[src/rtl/add_tree_pkg.sv]
// Shared types and helpers for the adder tree and its consumers.
package add_tree_pkg;

  localparam int unsigned EXT_MAX = 64;

  typedef struct packed {
    logic valid;
    logic last;
  } tag_t;

  localparam int unsigned TAG_W = $bits(tag_t);

  // Extend the low 'width' bits of data to EXT_MAX bits (sign or zero fill).
  function automatic logic [EXT_MAX-1:0] ext_to(input logic [EXT_MAX-1:0] data,
                                                input logic               signed_flag,
                                                input int unsigned        width);
    logic fill;
    fill   = signed_flag & data[6'(width - 1)];
    ext_to = data;
    for (int unsigned i = 0; i < EXT_MAX; i++) begin
      if (i >= width) ext_to[6'(i)] = fill;
    end
  endfunction

endpackage

[src/rtl/add_tree_tagpipe.sv]
// Enabled delay line for sideband travelling alongside the adder tree.
module add_tree_tagpipe #(
  parameter int unsigned WIDTH_TAG = 2,
  parameter int unsigned LATENCY   = 3
) (
  input  logic                 clk,
  input  logic                 reset,
  input  logic                 i_clkena,
  input  logic [WIDTH_TAG-1:0] i_data,
  output logic [WIDTH_TAG-1:0] o_data
);

  if (LATENCY == 0) begin : g_pass
    logic w_unused;
    assign w_unused = &{1'b0, clk, reset, i_clkena};
    assign o_data   = i_data;
  end else begin : g_pipe
    logic [WIDTH_TAG-1:0] r_pipe [LATENCY];

    always_ff @(posedge clk or posedge reset) begin
      if (reset) begin
        for (int i = 0; i < LATENCY; i++) r_pipe[i] <= '0;
      end else if (i_clkena) begin
        r_pipe[0] <= i_data;
        for (int i = 1; i < LATENCY; i++) r_pipe[i] <= r_pipe[i-1];
      end
    end

    assign o_data = r_pipe[LATENCY-1];
  end

endmodule

[src/rtl/add_tree_accum.sv]
// Accumulates COUNT adder-tree sums (or fewer on i_last) into one result on a
// valid/ready stream; output backpressure stalls the tree through o_clkena.
module add_tree_accum
  import add_tree_pkg::*;
#(
  parameter int unsigned WIDTH   = 11,
  parameter int unsigned LATENCY = 3,
  parameter int unsigned COUNT   = 4,
  localparam int unsigned AW     = WIDTH + $clog2(COUNT),
  localparam int unsigned CW     = $clog2(COUNT + 1)
) (
  input  logic             clk,
  input  logic             reset,
  input  logic             i_valid,
  input  logic             i_last,
  output logic             i_ready,
  output logic             o_clkena,
  input  logic             t_signed,
  input  logic [WIDTH-1:0] t_data,
  output logic             o_valid,
  input  logic             o_ready,
  output logic             o_signed,
  output logic [AW-1:0]    o_data,
  output logic [CW-1:0]    o_count
);

  logic          w_clkena;
  tag_t          w_tag_in;
  tag_t          w_tag;
  logic          w_sample;
  logic          w_first;
  logic          w_flag;
  logic [AW-1:0] w_ext;
  logic [AW-1:0] w_sum;
  logic [CW-1:0] w_cnt_inc;
  logic          w_end;

  logic [AW-1:0] r_acc;
  logic [CW-1:0] r_cnt;
  logic          r_flag;
  logic          r_valid;
  logic [AW-1:0] r_data;
  logic [CW-1:0] r_count;
  logic          r_signed;

  // The only stall source is a held result that downstream has not taken.
  assign w_clkena = ~r_valid | o_ready;
  assign o_clkena = w_clkena;
  assign i_ready  = w_clkena;

  assign w_tag_in = '{valid: i_valid, last: i_last};

  add_tree_tagpipe #(
    .WIDTH_TAG (TAG_W),
    .LATENCY   (LATENCY)
  ) u_tagpipe (
    .clk      (clk),
    .reset    (reset),
    .i_clkena (w_clkena),
    .i_data   (w_tag_in),
    .o_data   (w_tag)
  );

  assign w_sample  = w_tag.valid & w_clkena;
  assign w_first   = (r_cnt == '0);
  assign w_flag    = w_first ? t_signed : r_flag;
  assign w_ext     = AW'(ext_to(EXT_MAX'(t_data), w_flag, WIDTH));
  assign w_sum     = w_first ? w_ext : r_acc + w_ext;
  assign w_cnt_inc = r_cnt + CW'(1);
  assign w_end     = w_sample & ((r_cnt == CW'(COUNT - 1)) | w_tag.last);

  // Frame accumulator and sample counter.
  always_ff @(posedge clk or posedge reset) begin
    if (reset) begin
      r_acc  <= '0;
      r_cnt  <= '0;
      r_flag <= 1'b0;
    end else if (w_end) begin
      r_acc  <= '0;
      r_cnt  <= '0;
      r_flag <= 1'b0;
    end else if (w_sample) begin
      r_acc  <= w_sum;
      r_cnt  <= w_cnt_inc;
      r_flag <= w_flag;
    end
  end

  // Output holding register; a frame end in the accept cycle reloads without a bubble.
  always_ff @(posedge clk or posedge reset) begin
    if (reset) begin
      r_valid  <= 1'b0;
      r_data   <= '0;
      r_count  <= '0;
      r_signed <= 1'b0;
    end else if (w_end) begin
      r_valid  <= 1'b1;
      r_data   <= w_sum;
      r_count  <= w_cnt_inc;
      r_signed <= w_flag;
    end else if (r_valid && o_ready) begin
      r_valid  <= 1'b0;
    end
  end

  assign o_valid  = r_valid;
  assign o_data   = r_data;
  assign o_count  = r_count;
  assign o_signed = r_signed;

endmodule

[config.mk]
export PLATFORM = sky130hd
export DESIGN_NAME = add_tree_accum
export DESIGN_NICKNAME = d
export VERILOG_FILES = /design/src/rtl/add_tree_pkg.sv /design/src/rtl/add_tree_tagpipe.sv /design/src/rtl/add_tree_accum.sv
export SDC_FILE = /design/constraint.sdc
export NUM_CORES = 1
export LEC_CHECK = 0
export CAP_MARGIN = 15
export CORE_MARGIN = 8
export CORE_UTILIZATION = 54
export CTS_CLUSTER_SIZE = 8
export DETAILED_ROUTE_END_ITERATION = 7
export GPL_TIMING_DRIVEN = 0
export PLACE_DENSITY = 0.8
export SYNTH_ARGS = -nofsm -noshare
export SYNTH_HDL_FRONTEND = slang
export SYNTH_HIERARCHICAL = 1
export SYNTH_SLANG_ARGS = --single-unit
[constraint.sdc]
create_clock -name clk -period 2.5 [get_ports clk]
set_input_delay 0.375 -clock clk [delete_from_list [all_inputs] [get_ports clk]]
set_output_delay 0.375 -clock clk [all_outputs]
set_load 0.1 [all_outputs]
# Word level (Yosys, flattened, before mapping)
# Cells that the tools add are included.
[op_classes] n_reduce_logical=4 addsub=2 n_eq_ne=1 div=0 bitwise_logic=6 n_mux=10 magnitude_cmp=0 multipliers=0 n_shift=0
[ops] operator="$mux 13" n=3
[ops] operator="$add 13x13->13" n=1
[ops] operator="$mux 3" n=2
[ops] operator="$mux 1" n=5
[ops] operator="$reduce_bool 2->1" n=2
[ops] operator="$add 3x1->3 const B" n=1
[ops] operator="$and 1x1->1" n=3
[ops] operator="$eq 3x2->1 const B" n=1
[ops] operator="$logic_not 3->1" n=1
[ops] operator="$or 1x1->1" n=2
[ops] operator="$logic_and 1x1->1" n=1
[ops] operator="$not 1->1" n=1
[totals] latchBits=0 wordCells=33 reg_bits=41 inputBits=17 memories=0 romBits=0 output_inout_bits=20 mem_bits_rw=0

# Logic depth before layout (Yosys ltp)
# Gate-level depths: netlist of run 1.
[logic_depth] ltp_word=7 mapped_depth=11

# Hierarchy
# The synthesis of run 1 kept the hierarchy.
[modules_own_cells] module="add_tree_accum" instances=1 seq_area_each_um2=875.8 area_per_inst_um2=2145.8 cells_each=241
[modules_own_cells] module="add_tree_tagpipe" instances=1 seq_area_each_um2=150.1 area_per_inst_um2=270.3 cells_each=16

# Worst setup path before layout of run 1
# Ideal clock, no wire load.
[synth_timing] path_type="register to register" startpoint="reg r_valid, in the netlist o_valid" endpoint="reg r_acc[0]" stages_incl_launch_ff=7 period_less_slack_ps=2561 setup_ps=133 path_slack_ps=-61 path_buffers=2 t_arrival_ps=2428 cell_sequence="dfrtp_1 > nand2b_2 > nand2_4 > or3_1 > buf_6 > clkbuf_1 > o21ai_1"
[synth_via] elab_chain_cells=5
[synth_rtl] element="start: declaration" line_no="add_tree_accum.sv:41" source="logic r_valid;"
[synth_rtl] element="start signal: assignment" line_no="add_tree_accum.sv:92" source="r_valid <= 1'b0;"
[synth_rtl] element="start signal: assignment" line_no="add_tree_accum.sv:97" source="r_valid <= 1'b1;"
[synth_rtl] element="start signal: assignment" line_no="add_tree_accum.sv:102" source="r_valid <= 1'b0;"
[synth_rtl] element="$not 1->1 (*)" line_no="add_tree_accum.sv:47" source="assign w_clkena = ~r_valid | o_ready;"
[synth_rtl] element="$or 1x1->1 (*)" line_no="add_tree_accum.sv:47"
[synth_rtl] element="net i_ready" line_no="add_tree_accum.sv:16" source="output logic i_ready,"
[synth_rtl] element="$and 1x1->1 (*)" line_no="add_tree_accum.sv:64" source="assign w_sample = w_tag.valid & w_clkena;"
[synth_rtl] element="$and 1x1->1" line_no="add_tree_accum.sv:70" source="assign w_end = w_sample & ((r_cnt == CW'(COUNT - 1)) | w_tag.last);"
[synth_rtl] element="$mux 13 / $reduce_bool 2->1 (equally long branches)"
[synth_rtl] element="end signal: assignment" line_no="add_tree_accum.sv:83" source="r_acc <= w_sum;"
[synth_rtl] element="end: declaration" line_no="add_tree_accum.sv:38" source="logic [AW-1:0] r_acc;"
# Mark *: on every way through the listed nets, which the timed path passes. The rest lies on a longest branch.
# A chain may end at the register's enable or synchronous reset.

# Worst setup path in the final report of run 1
[layout_timing] startpoint="in o_ready" endpoint="out o_clkena"
[layout_via] elab_chain_cells=1
[layout_rtl] element="start: declaration" line_no="add_tree_accum.sv:21" source="input logic o_ready,"
[layout_rtl] element="$or 1x1->1" line_no="add_tree_accum.sv:47"
[layout_rtl] element="end: declaration" line_no="add_tree_accum.sv:17" source="output logic o_clkena,"
# Every way passes these cells.

==> results.txt, run 1 <==
status: complete, no violations
pre-CTS setup slack: -301 ps
Post-synth ARST share: 100%
#FFs+latches synth: 41
via/cell ratio: 5.83
CP required: 2120 ps
Die Y: 82.9 um
Data arrival, critical path: 2000 ps
Fmax: 421 MHz
num ports: 37
first-pass GRT wire length: 10.0 mm
worst clock skew: 10.8 ps
# DRC: 0
CP startpoint kind: input port
Seq/Total Area, Yosys: 42.5%
DP Wirelength: 4.37 mm
CP endpoint kind: primary output
Final Cell Area: 2980 sq um
CTS tree: done
worst setup margin: 123 ps
Post-synth EDFFs: 0
Area Growth Syn to Fin: 23.5%
Placed Area: 2870 sq um
grt ovf: 0
Final Critical Period: 2380 ps
Core Rows: 24
Worst-path clk slew: 80 ps
RSZ-0062 raised after global routing: no
mapped cell area: 2420 sq um
Critical Path, Cell by Cell: clkdlybuf4s50_1, nand2b_2, buf_4, dlygate4sd2_1
Critical Path Fanout Max: 6
final core area utilization: 69.0%
die width: 82.9 um
CP max stage delay: 840 ps
worst hold path type: in -> async
Syn Inst Count: 257
syn nets: 290
final hold viol count: 0
Slew HR: 34.3%
First-pass DRT Iterations: 4
GRT Total Usage: 17.4%
slowest CP cell: dlygate4sd2_1
Max Slew Vio Count: 0
GP Congestion: 0.921
top-area cell type share of the netlist area: 42.5%
initial antenna violation count: 0
Synth area leader: dfrtp_1
initial DRC count: 102
setup violators final: 0
Worst-Skew Late Latency: 300 ps
Clock Tree Root: clkbuf_8
YS warnings: 6
Mapped Avg Cell Area: 9.40 sq um
Worst-Margin Slew: 983 ps
top cells by count, synth: dfrtp_1, nand2_1, o21ai_1
RR Endpoint: r_acc[12]$_DFFE_PP0P_
origin of the critical flop-to-flop path: r_cnt[0]$_DFFE_PP0P_
period utilization: 95.1%
Area contributors post-synth: dfrtp_1, ha_1, nand2_1
Die ar.: 6870 sq um
maximum buffer depth of the clock tree: 2
layout cell share with drive strength beyond 1: 12.2%
Port Buffer Count: 36
Post-synth top flop: dfrtp_1
Filler cells: 372
final wirelength: 5.88 mm
clock sink total: 41
Worst Reg-to-Reg Cells: 11
routed vias: 2075
H-Tree Depth: 2
post-DR wirelength/cell: 16.5 um
# nets final: 336
largest net degree at the start of global routing: 22
ANT cells: 0
Initial Utilization: 55.9%
core area: 4320 sq um
aggregate negative setup slack: 0 ps
DRT antenna net count: 0
CTS buffer count: 5
Worst R2R Setup Slack: 180 ps
crit path kind: in -> out
vias in the first global route: 2173
maxcap violations: 0
Synth cell types: 48
worst max-delay path: cells and delay by family:
kind / cells / cell delay, ps
simple gates: 1 / 200
buf+inv: 3 / 1420
layout by cell type (no fill, tap or decap), types with 6 or more instances in the layout:
cell | Yosys | final
ha_1 | 15 | 15
a21oi_1 | 16 | 15
nand2_1 | 41 | 41
dfrtp_1 | 41 | 40
clkdlybuf4s50_1 | 0 | 34
inv_1 | 10 | 10
nor2_1 | 11 | 11
mux2_4 | 6 | 6
mux2i_1 | 6 | 6
o21ai_0 | 10 | 10
o21ai_1 | 24 | 24
registers in the layout (all words and copies together), names as in the netlist:
register and flops:
u_tagpipe/o_data 2, o_valid 1, o_signed 1, r_flag 1
r_cnt 3, u_tagpipe/g_pipe.r_pipe 4, o_count 3, o_data 13
r_acc 13
worst max path at each step:
stage | depth (start not counted) | startpoint | slack (ps) | endpoint
after floorplan | 6 | o_valid$_DFFE_PP0P_ | 290 | r_acc[9]$_DFFE_PP0P_
after global placement | 10 | t_data[0] | -240 | r_acc[8]$_DFFE_PP0P_
after detailed placement | 10 | t_data[0] | -300 | r_acc[8]$_DFFE_PP0P_
after CTS | 10 | t_data[0] | 10 | r_acc[8]$_DFFE_PP0P_
after global routing | 10 | t_data[0] | 7 | r_acc[8]$_DFFE_PP0P_
final | 4 | o_ready | 120 | o_clkena
stage by stage:
stage | hold WS, ps | instances
floorplan | 166 | 257
global placement | 460 | 345
detailed placement | 470 | 346
CTS | 323 | 354
global route | 335 | 356
finish | 325 | 356
kinds of logic after synthesis:
group / count (synthesis) / synth area share (%)
flops: 41 / 42.5
xor+xnor: 7 / 2.54
mux: 13 / 6.68
simple gates: 82 / 16.3
buf+inv: 25 / 5.39
compound gates: 73 / 18.0
fa+ha+maj: 16 / 8.60
routing by layer:
| layer | vias up | track usage [%] | wire length, um |
|---|---|---|---|
| met3 | 9 | 5.37 | 292 |
| met4 | 0 | 6.55 | 72 |
| met1 | 1005 | 20.0 | 2630 |
| met2 | 66 | 29.5 | 2890 |
| li1 | 995 | - | - |
| met5 | - | 0 | 0 |
timing repair:
item / in CTS / in global routing
endpoints found under the setup margin: 2 / 4
pin swaps: 0 / 2
cloned: 0 / 0
resized for setup: 2 / 6
buffers inserted: 0 / 2
hold buffers: 0 / 0
area by class of cell:
type	instances	area [sq um]	area share (%)
tap	52	65.1	2.18
clock buffer	6	72.6	2.43
multi-input combinational	191	1270	42.6
buffer	15	93.8	3.14
inverter	10	37.5	1.26
sequential	41	1030	34.4
timing repair buffer	39	400	13.4
clock inverter	2	15.0	0.503
Power of run 1 is left out: the tool's default activity adds up to more than one toggle a clock period on the data nets, which glitch-free logic cannot reach.
==> run 2, diff against run 1 <==
CORE_UTILIZATION = 49   (was 54)
PLACE_DENSITY = 0.76   (was 0.8)
SLEW_MARGIN = 20   (was unset)
clock period = 2.05 ns   (was 2.5 ns; I/O delays follow)
==> results.txt, run 2 (synthesized netlist as in run 1, its figures left out) <==
CTS tree: done
setup violators final: 0
layout cell share with drive strength beyond 1: 22.7%
period utilization: 99.8%
beginning of the critical path: t_data[5]
Area Growth Syn to Fin: 31.6%
most frequent cells in the layout: nand2_1, dfrtp_1, o21ai_1, dlygate4sd2_1, clkdlybuf4s50_1
GP Congestion: 0.875
GRT Total Usage: 16.5%
worst setup margin: 4.97 ps
via/cell ratio: 5.55
Final Critical Period: 2050 ps
H-Tree Depth: 2
origin of the critical flop-to-flop path: r_acc[4]$_DFFE_PP0P_
pre-CTS setup slack: -622 ps
slowest CP cell: clkdlybuf4s50_1
Port Buffer Count: 36
Initial Utilization: 50.8%
maximum buffer depth of the clock tree: 2
worst clock skew: 10.9 ps
DP Wirelength: 4.08 mm
Slew HR: 36.0%
Filler cells: 400
die width: 86.2 um
maxcap violations: 0
final wirelength: 6.12 mm
Max Slew Vio Count: 0
RSZ-0062 raised after global routing: yes
CP required: 2240 ps
grt ovf: 0
Worst-Margin Slew: 964 ps
Fmax: 489 MHz
Core Rows: 25
worst hold path type: in -> async
Critical Path, Cell by Cell: clkdlybuf4s50_1, ha_1, a21oi_2, a21oi_4, or3_1, a31oi_2, o21ai_1
initial DRC count: 132
# DRC: 0
clock sink total: 41
multi-input gate area in the final layout: 1410 sq um
# nets final: 341
Data arrival, critical path: 2230 ps
hold-fix buffers at CTS: 0
Worst Reg-to-Reg Cells: 7
Die Y: 86.2 um
Storage cell area: 1030 sq um
Critical Path Fanout Max: 5
CP endpoint kind: register
Worst-Skew Late Latency: 300 ps
aggregate negative setup slack: 0 ps
CP startpoint kind: input port
num ports: 37
final hold viol count: 0
vias in the first global route: 2120
Worst-path clk slew: 80 ps
First-pass DRT Iterations: 4
CP max stage delay: 440 ps
post-DR wirelength/cell: 16.3 um
routed vias: 2088
core area: 4750 sq um
crit path kind: in -> reg
Clock Tree Root: clkbuf_8
status: complete, no violations
first-pass GRT wire length: 9.85 mm
CTS buffer count: 5
initial antenna violation count: 0
largest net degree at the start of global routing: 36
ANT cells: 0
DRT antenna net count: 0
Die ar.: 7430 sq um
run 2: what timing repair did:
| item | 4_1_cts | 5_1_grt |
|---|---|---|
| resized for setup | 43 | 27 |
| pin swaps | 10 | 12 |
| endpoints found under the setup margin | 35 | 26 |
| buffers inserted | 6 | 3 |
| hold endpoints to repair | 0 | 0 |
run 2: final timing paths:
check	endpoint	slack, ps
worst max-delay path	o_data[8]$_DFFE_PP0P_	5
worst min-delay path	u_tagpipe/g_pipe.r_pipe[5]$_DFFE_PP0P_	260
worst max register to register	o_data[8]$_DFFE_PP0P_	20
worst min register to register	o_data[1]$_DFFE_PP0P_	480
max in group asynchronous	o_valid$_DFFE_PP0P_	1050
min in group clk	o_data[1]$_DFFE_PP0P_	450
run 2: area by class of cell:
type | count | area share (%)
inverter | 10 | 1.18
clock buffer | 6 | 2.28
multi-input combinational | 191 | 44.2
tap | 67 | 2.64
sequential | 41 | 32.3
clock inverter | 2 | 1.22
buffer | 14 | 3.15
timing repair buffer | 45 | 13.1
run 2: critical path, delay by kind of cell:
kind | cells | cell delay (ps)
compound gates | 4 | 690
buf+inv | 1 | 440
simple gates | 1 | 370
fa+ha+maj | 1 | 430
run 2: per-layer routing:
layer  share of wire [%]  GRT usage (%)  wire, um  up-vias
li1                    -              -         -     1002
met1                  44           18.7      2710     1007
met2                  48           27.6      2930       68
met3                 6.0           4.91       368       11
met4                 1.9           8.14       119        0
met5                   0              0         0        -
run 2: per-stage QoR:
stage / std cells / hold slack (ps) / util (%) / instance area (sq um)
2_1_floorplan: 257 / 98.5 / - / 2420
3_3_place_gp: 360 / 459 / 60.3 / 2870
3_5_place_dp: 360 / 469 / 60.3 / 2870
4_1_cts: 374 / 261 / 64.6 / 3070
5_1_grt: 376 / 292 / 66.9 / 3180
6_report: 376 / 264 / 66.9 / 3180
Power of run 2 is left out for the same reason.
==> run 3, diff against run 2 <==
PLACE_DENSITY = 0.81   (was 0.76)
==> results.txt, run 3 (synthesized netlist as in run 1, its figures left out) <==
setup violators final: 1
CTS tree: done
worst clock skew: 9.98 ps
period utilization: 101%
CP endpoint kind: register
GRT Total Usage: 16.8%
failing checks: setup timing
Max Slew Vio Count: 0
post-DR wirelength/cell: 16.2 um
Port Buffer Count: 36
clock sink total: 41
origin of the critical flop-to-flop path: r_acc[0]$_DFFE_PP0P_
status: finished, violations left
largest net degree at the start of global routing: 36
maximum buffer depth of the clock tree: 2
initial antenna violation count: 0
vias in the first global route: 2102
met1 layer usage reported by global route: 20.2%
core area: 4750 sq um
Fmax: 485 MHz
most frequent cells in the layout: nand2_1, dfrtp_1, o21ai_1, dlygate4sd2_1
final hold viol count: 0
global route hottest layer: met2
Worst R2R Setup Slack: -10 ps
Initial Utilization: 50.8%
met2 GRT Util: 27.2%
routed vias: 2117
die width: 86.2 um
Data arrival, critical path: 2260 ps
layout cell share with drive strength beyond 1: 22.5%
DP Wirelength: 4.23 mm
RR Endpoint: r_acc[8]$_DFFE_PP0P_
initial DRC count: 193
# DRC: 0
Core Rows: 25
CP startpoint kind: input port
Critical Path Fanout Max: 4
final wirelength: 6.07 mm
RSZ-0062 raised after global routing: yes
worst setup margin: -13.9 ps
grt ovf: 0
ANT cells: 0
M3 GR Usage: 4.63%
maxcap violations: 0
crit path kind: in -> reg
Die ar.: 7430 sq um
hold-fix buffers at CTS: 0
first-pass GRT wire length: 9.90 mm
First-pass DRT Iterations: 4
Worst-Skew Late Latency: 310 ps
Clock Tree Root: clkbuf_8
CTS buffer count: 5
Final Critical Period: 2060 ps
DRT antenna net count: 0
Worst-path clk slew: 80 ps
Filler cells: 405
GP Congestion: 0.946
via/cell ratio: 5.66
pre-CTS setup slack: -635 ps
num ports: 37
final core area utilization: 66.5%
Worst-Margin Slew: 979 ps
Die Y: 86.2 um
CP required: 2250 ps
H-Tree Depth: 2
Worst Reg-to-Reg Cells: 9
# nets final: 339
Area Growth Syn to Fin: 30.9%
Slew HR: 35.0%
worst hold path type: in -> async
==> run 3: cell type report <==
cell class              count  area [sq um]  share of cell area, %
repair buffers             43           389                   12.3
clock buffers               6          82.6                   2.61
plain buffers              14          96.3                   3.05
clock inverters             2          13.8                  0.435
well taps                  67          83.8                   2.65
flip-flops and latches     41          1030                   32.5
multi-input cells         191          1430                   45.3
inverters                  10          37.5                   1.19
==> run 3: critical path, stage by stage <==
cell and delay [ps]:
clkdlybuf4s50_1 550, ha_4 240, nor2b_4 140, o2111ai_4 230, a21oi_4 110, or3_4 390, a31oi_4 210, o21ai_1 90
==> run 3: worst max path at each step <==
| stage | startpoint | to | slack (ps) |
|---|---|---|---|
| 4_1_cts | r_cnt[1]$_DFFE_PP0P_ | r_acc[12]$_DFFE_PP0P_ | 9 |
| 2_1_floorplan | r_cnt[0]$_DFFE_PP0P_ | o_data[12]$_DFFE_PP0P_ | 20 |
| 5_1_grt | r_acc[0]$_DFFE_PP0P_ | o_data[12]$_DFFE_PP0P_ | -80 |
| 3_5_place_dp | t_data[0] | r_acc[8]$_DFFE_PP0P_ | -630 |
| 6_report | t_data[2] | r_acc[8]$_DFFE_PP0P_ | -10 |
| 3_3_place_gp | t_data[0] | r_acc[8]$_DFFE_PP0P_ | -620 |
==> run 3: timing repair <==
action,in CTS,in global routing
pin swaps,9,12
resized for setup,48,21
endpoints found under the setup margin,36,13
buffers inserted,5,2
==> run 3: metrics by stage <==
step                      hold WS [ps]  instances  area (sq um)  TNS, ps
final                              253        374          3160    -13.9
after global routing               285        374          3160     -276
after CTS                          261        373          3090        0
after detailed placement           470        360          2870    -7500
after global placement             460        360          2870    -7180
after floorplan                   98.5        257          2420        0
==> run 3: metal layers <==
metal | up-vias | routed length [um]
li1 | 999 | -
met1 | 1046 | 2570
met2 | 59 | 3010
met3 | 13 | 333
met4 | 0 | 159
met5 | - | 0
Power of run 3 is left out for the same reason.
